`src/rtl/execute_shift_arbiter.sv`:
```
// execute_shift_arbiter
// Shares one combinational execute_shift unit between two requesters:
// A (main issue slot, source 0) and B (secondary/microcode slot, source 1).
// Each requester has a one-entry holding register. A round-robin arbiter picks
// one pending operation per cycle, and a registered output stage captures the
// shifter result and flags under valid/busy backpressure.
// Optional build macro: EXECUTE_SHIFT_ARB_FIXED_PRIO_EN
//   defined   -> A always wins when both are pending (no round-robin state)
//   undefined -> round-robin between A and B (default)
module execute_shift_arbiter #(
  parameter int P_N = 32
) (
  input  logic           iCLOCK,
  input  logic           iRESET,
  input  logic           iRESET_SYNC,
  // requester A
  input  logic           iREQ_A_VALID,
  output logic           oREQ_A_BUSY,
  input  logic [2:0]     iREQ_A_MODE,
  input  logic [P_N-1:0] iREQ_A_DATA_0,
  input  logic [P_N-1:0] iREQ_A_DATA_1,
  // requester B
  input  logic           iREQ_B_VALID,
  output logic           oREQ_B_BUSY,
  input  logic [2:0]     iREQ_B_MODE,
  input  logic [P_N-1:0] iREQ_B_DATA_0,
  input  logic [P_N-1:0] iREQ_B_DATA_1,
  // shared shifter
  output logic [2:0]     oSHIFT_MODE,
  output logic [P_N-1:0] oSHIFT_DATA_0,
  output logic [P_N-1:0] oSHIFT_DATA_1,
  input  logic [P_N-1:0] iSHIFT_DATA,
  input  logic           iSHIFT_SF,
  input  logic           iSHIFT_OF,
  input  logic           iSHIFT_CF,
  input  logic           iSHIFT_PF,
  input  logic           iSHIFT_ZF,
  // result stage
  output logic           oOUT_VALID,
  input  logic           iOUT_BUSY,
  output logic           oOUT_SOURCE,
  output logic [P_N-1:0] oOUT_DATA,
  output logic [4:0]     oOUT_FLAGS
);

  // Requests gathered into per-slot arrays: index 0 = A, index 1 = B.
  logic [1:0]     w_req_valid;
  logic [2:0]     w_req_mode   [2];
  logic [P_N-1:0] w_req_data_0 [2];
  logic [P_N-1:0] w_req_data_1 [2];

  assign w_req_valid     = {iREQ_B_VALID, iREQ_A_VALID};
  assign w_req_mode[0]   = iREQ_A_MODE;
  assign w_req_mode[1]   = iREQ_B_MODE;
  assign w_req_data_0[0] = iREQ_A_DATA_0;
  assign w_req_data_0[1] = iREQ_B_DATA_0;
  assign w_req_data_1[0] = iREQ_A_DATA_1;
  assign w_req_data_1[1] = iREQ_B_DATA_1;

  // Holding registers, one entry per source.
  logic [1:0]     r_pend_valid;
  logic [2:0]     r_pend_mode   [2];
  logic [P_N-1:0] r_pend_data_0 [2];
  logic [P_N-1:0] r_pend_data_1 [2];

  // Output stage.
  logic           r_out_valid;
  logic           r_out_source;
  logic [P_N-1:0] r_out_data;
  logic [4:0]     r_out_flags;

  logic           w_out_load;
  logic           w_prefer_b;
  logic [1:0]     w_grant;
  logic [1:0]     w_busy;
  logic [1:0]     w_accept;
  logic           w_sel;

  // The output register can take a new result when empty or being drained.
  assign w_out_load = !r_out_valid || !iOUT_BUSY;

`ifdef EXECUTE_SHIFT_ARB_FIXED_PRIO_EN
  // Fixed priority: A wins every tie, so no fairness state is kept.
  assign w_prefer_b = 1'b0;
`else
  // r_rr = 1 means B wins the next tie.
  logic r_rr;
  assign w_prefer_b = r_rr;

  // Round-robin pointer: after a grant, the other source gets the next tie.
  always_ff @(posedge iCLOCK or posedge iRESET) begin
    if (iRESET) begin
      r_rr <= 1'b0;
    end else if (iRESET_SYNC) begin
      r_rr <= 1'b0;
    end else if (w_grant[0]) begin
      r_rr <= 1'b1;
    end else if (w_grant[1]) begin
      r_rr <= 1'b0;
    end
  end
`endif

  // Arbitration: only grant when the output register can accept the result.
  always_comb begin
    w_grant = 2'b00;
    if (w_out_load) begin
      if (r_pend_valid[0] && r_pend_valid[1]) begin
        if (w_prefer_b) begin
          w_grant[1] = 1'b1;
        end else begin
          w_grant[0] = 1'b1;
        end
      end else if (r_pend_valid[0]) begin
        w_grant[0] = 1'b1;
      end else if (r_pend_valid[1]) begin
        w_grant[1] = 1'b1;
      end
    end
  end

  genvar gi;
  generate
    for (gi = 0; gi < 2; gi++) begin : g_slot
      // A granted slot frees up in the same cycle, so a source granted every
      // cycle can issue back-to-back. A flush blocks all new requests.
      assign w_busy[gi]   = iRESET_SYNC || (r_pend_valid[gi] && !w_grant[gi]);
      assign w_accept[gi] = w_req_valid[gi] && !w_busy[gi];

      // Holding register: capture on accept, release on grant, drop on flush.
      always_ff @(posedge iCLOCK or posedge iRESET) begin
        if (iRESET) begin
          r_pend_valid[gi]  <= 1'b0;
          r_pend_mode[gi]   <= 3'd0;
          r_pend_data_0[gi] <= '0;
          r_pend_data_1[gi] <= '0;
        end else if (iRESET_SYNC) begin
          r_pend_valid[gi]  <= 1'b0;
        end else if (w_accept[gi]) begin
          r_pend_valid[gi]  <= 1'b1;
          r_pend_mode[gi]   <= w_req_mode[gi];
          r_pend_data_0[gi] <= w_req_data_0[gi];
          r_pend_data_1[gi] <= w_req_data_1[gi];
        end else if (w_grant[gi]) begin
          r_pend_valid[gi]  <= 1'b0;
        end
      end
    end
  endgenerate

  assign oREQ_A_BUSY = w_busy[0];
  assign oREQ_B_BUSY = w_busy[1];

  // Shifter operands come from the granted slot; from A when nothing is granted.
  assign w_sel         = w_grant[1];
  assign oSHIFT_MODE   = r_pend_mode[w_sel];
  assign oSHIFT_DATA_0 = r_pend_data_0[w_sel];
  assign oSHIFT_DATA_1 = r_pend_data_1[w_sel];

  // Output stage: load the shifter result on a grant, empty when drained.
  always_ff @(posedge iCLOCK or posedge iRESET) begin
    if (iRESET) begin
      r_out_valid  <= 1'b0;
      r_out_source <= 1'b0;
      r_out_data   <= '0;
      r_out_flags  <= 5'd0;
    end else if (iRESET_SYNC) begin
      r_out_valid  <= 1'b0;
      r_out_source <= 1'b0;
      r_out_data   <= '0;
      r_out_flags  <= 5'd0;
    end else if (|w_grant) begin
      r_out_valid  <= 1'b1;
      r_out_source <= w_grant[1];
      r_out_data   <= iSHIFT_DATA;
      r_out_flags  <= {iSHIFT_SF, iSHIFT_OF, iSHIFT_CF, iSHIFT_PF, iSHIFT_ZF};
    end else if (w_out_load) begin
      r_out_valid  <= 1'b0;
    end
  end

  assign oOUT_VALID  = r_out_valid;
  assign oOUT_SOURCE = r_out_source;
  assign oOUT_DATA   = r_out_data;
  assign oOUT_FLAGS  = r_out_flags;

endmodule

```
`config.mk`:
```
export PLATFORM = sky130hd
export DESIGN_NAME = execute_shift_arbiter
export DESIGN_NICKNAME = d
export VERILOG_FILES = /design/src/rtl/execute_shift_arbiter.sv
export SDC_FILE = /design/constraint.sdc
export NUM_CORES = 1
export LEC_CHECK = 0
export ABC_AREA = 1
export CAP_MARGIN = 20
export CORE_MARGIN = 5
export CORE_UTILIZATION = 30
export DETAILED_ROUTE_END_ITERATION = 6
export PLACE_DENSITY = 0.66
export SETUP_SLACK_MARGIN = 0.5
export SLEW_MARGIN = 15
export SYNTH_ARGS = -nofsm -noshare
export SYNTH_HDL_FRONTEND = slang
export SYNTH_SLANG_ARGS = --single-unit
```
`constraint.sdc`:
```
create_clock -name iCLOCK -period 9.6 [get_ports iCLOCK]
set_input_delay 0.96 -clock iCLOCK [delete_from_list [all_inputs] [get_ports iCLOCK]]
set_output_delay 0.96 -clock iCLOCK [all_outputs]
set_load 0.01 [all_outputs]
```
==> out/results.ini <==
[clock_network]
clkTransAtPathRegs_ns=0.07
cts.sinks=176
clock_latency_ns=0.42
cts_buffers=17
post_cts_buffers=0
cts_resized=0
postCtsHoldBufs=0
root_buffer=clkbuf_16
cts.path.max_buffers=2
cts_max_level=4
cts_tree=done

[worst_setup_path]
cp_slowest_cell=buf_4
slowest_delay_ns=0.68
arrival_ns=3.53
path_cells=clkdlybuf4s50_1 -> nand2_2 -> buf_4 -> nand2_2 -> buf_4 -> nand2_1 -> nand2_1 -> clkdlybuf4s50_1
critPathKind=input pin to output pin
critPathRequiredTime_ns=8.64
timing.rr.start=oOUT_VALID$_DFFE_PP0P_
cp-startpoint=iOUT_BUSY
crit_family=buffers and inverters
crit_cells=8
worstSetupEndpointType=output pin
reg2reg_slack_ns=5.87
cp_max_fo=72
path_buf_inv=4
r2r_end=r_pend_data_1[28]$_DFFE_PP0P_
reg2reg_depth=9
start_kind=input pin

[placed_design]
dp_hpwl_um=17700
io_buffers=284
gp_congestion=0.780
dp.cells=1548

[route]
drc=0
ant_nets=0
first_pass_iters=5
routed_wl_um=27200
dr.first_iter.drc_count=620
routed_via_density=4.85
vias=7669
wl_per_cell_um=17.2

[synth]
ys_seq_elements=176
synth_area_mm2=0.00802
synth.avg_cell_area_um2=7.96
synth_warnings=0
synthDistinctLibCells=15
synthCells=1007
syn_nets=1184
ys_seq_area_share_pct=54.9

[worst_hold_path]
hold_depth=2
min_to=r_pend_data_0[1]$_DFFE_PP0P_
min_from=r_pend_data_0[1]$_DFFE_PP0P_
hp-class=flop to flop

[timing]
report.final.slew_viol_count=0
hold_viol=0
max-slew-margin-rel_pct=26.9
worst_slew_pin_slew_ns=1.10
fin_crit_ns=4.49
post-route-period-util_pct=46.8
fmax_mhz=223
fin_tns_setup_ns=0
rsz0062_at_grt=false
setup_violations=0
clock-skew-final_ns=0.0140

[power]
ir_drop_mv=0.0956
powerDensity_mw_per_mm2=186
p_leak_uw=0.00571
finalPower_uw=2160

[run_status]
outcome=complete, no violations

[cells_and_area]
multi_input_area_mm2=0.00325
area_growth_syn_to_layout_pct=44.6
n_fill_cell=2561
fin_nets=1409
drive_gt1_share_pct=4.42
post_layout_nonfiller_instances=1582
regArea_mm2=0.00440

[global_routing]
grt_pass1_vias=7700
grt_pass1_wl_um=44300
antenna_found_initial=2
grt_overflow=0
grt_util_all_layers_pct=18.0
grt_max_degree=102

[die]
io_pins=285
rows=59
core_mm2=0.0262
die_x_um=173
initial_core_util_pct=30.6
die_y_um=173
die_area_mm2=0.0301

[flow_run]
max-cap-violations=0

sequential cells by signal, indices dropped and copies added (netlist names):
signal and flops:
oOUT_SOURCE 1, r_pend_data_0 64, oOUT_DATA 32, oOUT_VALID 1, r_pend_mode 6, r_pend_data_1 64, oOUT_FLAGS 5, r_pend_valid 2
r_rr 1
kinds of logic (layout without fill, tap and decap cells):
logic type | count (synthesis) | in the layout | share of synthesized area (%)
other cells | 0 | 2 | 0
buf+inv | 94 | 332 | 4.98
flops | 176 | 176 | 54.9
compound gates | 5 | 5 | 0.312
simple gates | 732 | 732 | 39.8
layout make-up:
class / instances / area share [%]
antenna: 2 / 0.0432
clock buffer: 18 / 3.70
clock inverter: 14 / 1.26
inverter: 6 / 0.259
multi-input combinational: 737 / 28.0
sequential: 176 / 38.0
tap: 335 / 3.62
timing repair buffer: 294 / 25.1
routing by layer:
metal	routed length (µm)	global-route usage [%]
met2	13600	30.0
met4	461	5.15
met5	0	0
met3	1210	3.27
met1	12000	24.2
worst reg2reg max path, delay by kind of cell, from the launching register on:
family	cells	cell delay (ns)
AND/OR/NAND/NOR	6	1.56
buffers and inverters	3	1.64
flip-flops	1	0.41
synth_stat cells:
library cell  instances  area share, %
nand4_1             134             10
clkbuf_1             56            2.6
inv_2                 1          0.047
inv_1                 5           0.23
nor2_1                2          0.094
buf_2                22            1.4
nand3_2               1           0.12
nand2_2               3           0.23
buf_1                 5           0.23
dfrtp_1             176             55
a21oi_1               5           0.31
nand2_1             522             24
nor2_4                1           0.14
buf_4                 5           0.47
nand3_1              69            4.3
cell usage in the layout (no fill, tap or decap), types with 2 or more instances in the layout:
cell	netlist	routed
clkinvlp_4	0	3
diode_2	0	2
nand4_1	134	134
nand2_1	522	520
inv_8	0	4
buf_2	22	2
inv_6	0	4
a21oi_1	5	4
nand3_1	69	68
nor2_1	2	2
dfrtp_1	176	176
inv_1	5	3
buf_4	5	10
nand3_4	0	2
clkinv_4	0	2
nand2_2	3	5
clkbuf_16	0	17
clkdlybuf4s50_1	0	282
worst max-delay path by stage:
stage	to	slack [ns]
finish	oSHIFT_DATA_1[25]	5.11
global route	oSHIFT_DATA_0[31]	4.92
CTS	oSHIFT_DATA_1[19]	5.08
detailed placement	r_pend_data_0[7]$_DFFE_PP0P_	4.80
global placement	r_pend_data_1[12]$_DFFE_PP0P_	4.89
floorplan	oOUT_DATA[0]$_DFFE_PP0P_	3.87
report_power, final:
group | internal (µW) | leakage (µW) | total [µW] | switching (µW)
Clock | 368 | 0.000275 | 692 | 324
Sequential | 853 | 0.00222 | 914 | 60.1
Combinational | 269 | 0.00321 | 554 | 285
stage by stage:
stage	area [µm²]	setup slack (ns)	hold WS (ns)	utilization, %
4_1_cts	11600	5.08	0.475	44.2
5_1_grt	11600	4.92	0.489	44.2
3_3_place_gp	11000	4.89	0.454	42.0
3_5_place_dp	11000	4.80	0.459	42.0
2_1_floorplan	8020	3.87	0.442	-
6_report	11600	5.11	0.472	44.2
Power figures use the tool's default switching activity.
